`src/rtl/unified_mem_arbiter.sv`:
```
// unified_mem_arbiter
//   Shares one unified instruction/data memory between the fetch stage (IF) and the
//   load/store stage (D). At most one access per cycle; D wins by default, and a burst
//   counter forces an IF grant after MAX_DATA_BURST consecutive D grants while IF waits.
//   Read responses are registered (valid the cycle after the grant). Data addresses are
//   offset by DATA_BASE, and misaligned data accesses are granted without touching memory
//   and answered with an error response.
// Ports
//   i_clk, i_rst              clock, synchronous active-high reset
//   i_if_req/i_if_addr        fetch request (held until o_if_gnt)
//   o_if_gnt                  fetch access performed this cycle
//   o_if_rvalid/o_if_rdata    registered fetch response (1-cycle pulse)
//   i_d_req/i_d_we/i_d_func3/i_d_addr/i_d_wdata  data request (held until o_d_gnt)
//   o_d_gnt                   data request accepted this cycle
//   o_d_rvalid/o_d_rdata/o_d_err  registered load / error response (1-cycle pulse)
//   o_mem_*/i_mem_rdata       memory interface, i_mem_rdata is combinational
//   o_last_owner              debug: owner of the previous cycle (0 idle, 1 fetch, 2 data)
module unified_mem_arbiter #(
  parameter int unsigned ADDR_W         = 8,
  parameter int unsigned DATA_BASE      = 256,
  parameter int unsigned MAX_DATA_BURST = 2
) (
  input  logic              i_clk,
  input  logic              i_rst,
  input  logic              i_if_req,
  input  logic [ADDR_W-1:0] i_if_addr,
  output logic              o_if_gnt,
  output logic              o_if_rvalid,
  output logic [31:0]       o_if_rdata,
  input  logic              i_d_req,
  input  logic              i_d_we,
  input  logic [2:0]        i_d_func3,
  input  logic [ADDR_W-1:0] i_d_addr,
  input  logic [31:0]       i_d_wdata,
  output logic              o_d_gnt,
  output logic              o_d_rvalid,
  output logic [31:0]       o_d_rdata,
  output logic              o_d_err,
  output logic [ADDR_W:0]   o_mem_addr,
  output logic              o_mem_read,
  output logic              o_mem_write,
  output logic [2:0]        o_mem_func3,
  output logic [31:0]       o_mem_wdata,
  input  logic [31:0]       i_mem_rdata,
  output logic [1:0]        o_last_owner
);

  localparam int unsigned     CNT_W      = $clog2(MAX_DATA_BURST + 1);
  localparam logic [CNT_W-1:0] BURST_MAX = CNT_W'(MAX_DATA_BURST);
  localparam logic [ADDR_W:0] BASE_OFS   = (ADDR_W + 1)'(DATA_BASE);

  typedef enum logic [1:0] {OwnIdle = 2'd0, OwnFetch = 2'd1, OwnData = 2'd2} owner_e;

  logic [CNT_W-1:0] r_burst_cnt, w_burst_cnt_d;
  owner_e           r_last_owner, w_last_owner_d;

  logic w_burst_full, w_data_pick, w_if_gnt, w_d_gnt, w_misaligned, w_d_access, w_d_resp;

  // Grant decision
  always_comb begin
    w_burst_full = (r_burst_cnt == BURST_MAX);
    w_data_pick  = i_d_req & ~(i_if_req & w_burst_full);
    w_if_gnt     = i_if_req & ~w_data_pick;
    w_d_gnt      = i_d_req & w_data_pick;
  end

  always_comb begin
    w_misaligned = 1'b0;
    case (i_d_func3)
      3'b001, 3'b101: w_misaligned = i_d_addr[0];
      3'b010:         w_misaligned = |i_d_addr[1:0];
      default:        w_misaligned = 1'b0;
    endcase
    w_d_access = w_d_gnt & ~w_misaligned;
    // Loads and error responses produce d_rvalid; good stores do not
    w_d_resp   = w_d_gnt & (~i_d_we | w_misaligned);
  end

  // Memory drive
  always_comb begin
    o_mem_addr  = '0;
    o_mem_read  = 1'b0;
    o_mem_write = 1'b0;
    o_mem_func3 = 3'b000;
    o_mem_wdata = 32'h0;
    if (w_if_gnt) begin
      o_mem_addr  = {1'b0, i_if_addr};
      o_mem_read  = 1'b1;
      o_mem_func3 = 3'b010;
    end else if (w_d_gnt) begin
      o_mem_addr  = {1'b0, i_d_addr} + BASE_OFS;
      o_mem_func3 = i_d_func3;
      o_mem_read  = w_d_access & ~i_d_we;
      o_mem_write = w_d_access & i_d_we;
      o_mem_wdata = (w_d_access & i_d_we) ? i_d_wdata : 32'h0;
    end
  end

  assign o_if_gnt = w_if_gnt;
  assign o_d_gnt  = w_d_gnt;

  // Burst counter: counts D grants that IF has had to sit through
  always_comb begin
    w_burst_cnt_d = r_burst_cnt;
    if (!i_if_req || w_if_gnt) begin
      w_burst_cnt_d = '0;
    end else if (w_d_gnt && !w_burst_full) begin
      w_burst_cnt_d = r_burst_cnt + 1'b1;
    end
  end

  // Owner tracking: register / next-state / output
  always_ff @(posedge i_clk) begin
    if (i_rst) r_last_owner <= OwnIdle;
    else       r_last_owner <= w_last_owner_d;
  end

  always_comb begin
    w_last_owner_d = OwnIdle;
    if (w_if_gnt)     w_last_owner_d = OwnFetch;
    else if (w_d_gnt) w_last_owner_d = OwnData;
  end

  always_comb begin
    o_last_owner = r_last_owner;
  end

  // Counter and registered responses
  always_ff @(posedge i_clk) begin
    if (i_rst) begin
      r_burst_cnt <= '0;
      o_if_rvalid <= 1'b0;
      o_if_rdata  <= 32'h0;
      o_d_rvalid  <= 1'b0;
      o_d_rdata   <= 32'h0;
      o_d_err     <= 1'b0;
    end else begin
      r_burst_cnt <= w_burst_cnt_d;
      o_if_rvalid <= w_if_gnt;
      o_d_rvalid  <= w_d_resp;
      o_d_err     <= w_d_gnt & w_misaligned;
      if (w_if_gnt) o_if_rdata <= i_mem_rdata;
      if (w_d_resp) o_d_rdata <= w_misaligned ? 32'h0 : i_mem_rdata;
    end
  end

endmodule

```
`config.mk`:
```
export PLATFORM = sky130hd
export DESIGN_NAME = unified_mem_arbiter
export DESIGN_NICKNAME = d
export VERILOG_FILES = /design/src/rtl/unified_mem_arbiter.sv
export SDC_FILE = /design/constraint.sdc
export NUM_CORES = 1
export LEC_CHECK = 0
export ABC_AREA = 1
export CORE_UTILIZATION = 30
export CTS_BUF_LIST = sky130_fd_sc_hd__clkbuf_4 sky130_fd_sc_hd__clkbuf_8
export CTS_CLUSTER_SIZE = 40
export DETAILED_ROUTE_END_ITERATION = 12
export PLACE_DENSITY = 0.76
export SLEW_MARGIN = 20
export SYNTH_ARGS = -nofsm -noshare
export SYNTH_HDL_FRONTEND = slang
export SYNTH_SLANG_ARGS = --single-unit
```
`constraint.sdc`:
```
create_clock -name i_clk -period 2.9 [get_ports i_clk]
set_input_delay 0.58 -clock i_clk [delete_from_list [all_inputs] [get_ports i_clk]]
set_output_delay 0.58 -clock i_clk [all_outputs]
set_load 0.01 [all_outputs]
```
==> impl_metrics.csv <==
group,metric,value,unit
drt,top_signal_layer_used,"met4",
setup_path,critical-path-max-stage-delay,0.55,ns
setup_path,startpoint,"i_d_func3[0]",
setup_path,type_of_destination_of_the_critical_path,"output port",
drt,route.met3.wl,768,µm
sta,hold_viol_final,0,
setup_path,crit_type,"input port to output port",
sta,grt_setup_unrepaired,"yes",
floorplanning,dieArea,0.0102,mm²
sta,tightest_slew,0.664,ns
drt,post-route-drc-count,0,
sta,maximum_achievable_frequency,0.351,GHz
setup_path,worstPathArrival,2.27,ns
clocking,clock-sinks,70,
drt,detailroute.via_count,3422,
clocking,post_cts_hold_buffer_count,0,
clocking,cts_buffers,9,
drt,initialDrtViolationCount,137,
global_routing,antenna_found_initial,0,
placed_design,dpl_worst_slack,0.0372,ns
sta,timing.max_slew.rel_slack,55.5,%
setup_path,maximum_fanout_along_the_worst_path,33,
power,vdd_drop_max,284,µV
clocking,clk_pin_slew,0.07,ns
finish,layout.nets,699,
sta,final_period_minus_worst_setup_slack,2.85,ns
drt,detailroute.wirelength.met2,5220,µm
setup_path,critical_path.cell_chain,"clkdlybuf4s50_1 -> inv_1 -> nand2_1 -> nand2_1 -> nand2_2 -> nand3_2 -> buf_12 -> nor2_1 -> clkdlybuf4s50_1",
power,powerDensity,483,mW/mm²
placed_design,portBuffers,204,
finish,most-common-layout-cells,"clkdlybuf4s50_1, nand2_1, dfxtp_1, a21oi_1, inv_1",
logic_synthesis,avgSynthCellArea,7.20,µm²
finish,fillerInstances,876,
outcome,status,"finished clean",
logic_synthesis,yosys_warnings,0,
setup_path,critPathRequiredTime,2.32,ns
finish,most_common_cell_after_layout_fill_and_taps_aside,"clkdlybuf4s50_1",
clocking,cts_htree_levels,3,
finish,postLayoutCoreUtil,57.7,%
sta,hold_slack,0.462,ns
clocking,cts_tree,"built",
global_routing,grt_first_pass_wirelength,15700,µm
drt,first_pass_iters,4,
drt,drt-vias-per-instance,4.60,
min_path,holdCritStartpoint,"o_d_rdata[16]",
run,maxCapViolCount,0,
global_routing,first_global_vias,3257,
min_path,hold_path.class,"flip-flop to flip-flop",
clocking,clk_latency,0.34,ns
floorplanning,initial_utilization,31.4,%
sta,finalSetupViolCount,0,
drt,drt-wirelength-per-cell,13.8,µm
finish,area_growth,84.1,%
global_routing,global_route.usage.total,19.8,%
sta,skew,0.0111,ns
floorplanning,placement_rows,35,
setup_path,r2r_start,"r_burst_cnt[0]",
clocking,clk_root_buffer_cell,"clkbuf_8",
sta,setup_slack,0.0483,ns
logic_synthesis,synthesis.nets,497,
logic_synthesis,post_synth_inst_count,408,
logic_synthesis,number_of_flip_flops_and_latches_in_the_synthesized_netlist,70,
finish,final_layout_size_suffix_gt1_share,6.83,%
drt,route.final.wire_length,10300,µm
global_routing,largest_net_degree_at_the_start_of_global_routing,41,
logic_synthesis,synth.distinct_cells,20,
placed_design,gp_congestion,0.753,
sta,drv_slew,0,
drt,drtAntennaViolNets,0,
floorplanning,die-width,101,µm
placed_design,hpwl,7700,µm
setup_path,critical-path-slowest-cell,"clkdlybuf4s50_1",
setup_path,startpoint_type,"input port",
drt,m1WireLength,4100,µm
floorplanning,top_level_ports,205,
global_routing,grt_remaining_overflow,0,
logic_synthesis,synth_area,0.00294,mm²
floorplanning,chipHeight,101,µm
finish,n_antenna_cell,0,
logic_synthesis,synth_seq_area_share,47.7,%
floorplanning,core_area,0.00937,mm²
sta,post-route-period-util,98.3,%
clocking,ctsLongestPathBuffers,2,
power,power.static_leakage,2.35,nW
==> where the power goes <==
part	switching, mW	total [mW]	internal, mW
Clock	0.364	1.06	0.695
Combinational	0.229	0.524	0.295
Sequential	0.0232	1.03	1.01
Total	0.616	2.61	2.00
==> flip-flops by register name, indices dropped and copies added (netlist names) <==
register      cells
o_d_err           1
r_burst_cnt       2
o_d_rvalid        1
o_if_rdata       32
o_last_owner      2
o_d_rdata        32
==> worst max-delay path, delay by kind of cell <==
family	cells	cell delay (ns)
buf+inv	4	1.29
simple gates	5	0.39
==> cell usage after synthesis <==
cell type | count | area (µm²)
a21oi_1 | 64 | 320
a22o_1 | 6 | 52.6
buf_1 | 1 | 3.75
buf_2 | 10 | 50.1
buf_4 | 11 | 82.6
buf_6 | 1 | 11.3
clkbuf_1 | 5 | 18.8
dfxtp_1 | 70 | 1400
ha_1 | 1 | 12.5
inv_1 | 45 | 169
inv_2 | 2 | 7.51
nand2_1 | 106 | 398
nand2_2 | 4 | 25.0
nand3_1 | 35 | 175
nand3_2 | 1 | 10.0
nor2_1 | 37 | 139
nor2_8 | 1 | 20.0
nor3_1 | 1 | 5.00
o21ai_0 | 5 | 25.0
or2_2 | 2 | 12.5
==> final timing paths <==
kind | endpoint | slack (ns) | cells after the start
max | o_mem_wdata[22] | 0.05 | 9
min | o_d_rdata[16] | 0.46 | 2
max reg2reg | o_d_rdata[21] | 1.08 | 9
min reg2reg | o_d_rdata[16] | 0.46 | 2
==> layout make-up <==
class                   instances  area [µm²]  share of cell area (%)
clock buffers                  11         145                    2.68
multi-input cells             263        1190                    22.1
clock inverters                 5         129                    2.38
inverters                      47         179                    3.31
flip-flops and latches         70        1400                    25.9
repair buffers                219        2200                    40.7
well taps                     129         161                    2.98
==> layer usage <==
layer  GRT usage [%]  vias to the layer above
li1                -                     1680
met1            22.1                     1576
met5               0                        -
met4            7.47                        0
met3            6.45                       16
met2            35.1                      150
==> timing repair <==
action | CTS | global route
gates resized for setup | 0 | 11
endpoints found under the setup margin | 0 | 21
buffers inserted | 0 | 0
endpoints found under the hold margin | 0 | 0
==> through the flow <==
step | power [mW] | std cells | TNS (ns) | instance area (µm²)
after detailed placement | 1.58 | 728 | 0 | 5110
after CTS | 2.64 | 744 | 0 | 5380
after floorplan | 1.25 | 408 | 0 | 2940
after global placement | 1.57 | 728 | 0 | 5110
final | 2.61 | 744 | 0 | 5410
after global routing | 2.73 | 744 | -0.0550 | 5410
==> kinds of logic (layout without fill, tap and decap cells) <==
logic type,count (synthesis),after routing,synth area share (%)
adder cells (fa/ha/maj),1,1,0.426
AND/OR/NAND/NOR,187,187,26.7
buffers and inverters,75,282,11.7
flip-flops,70,70,47.7
AO/OA/AOI/OAI,75,75,13.5
(Power assumes the default switching activity.)
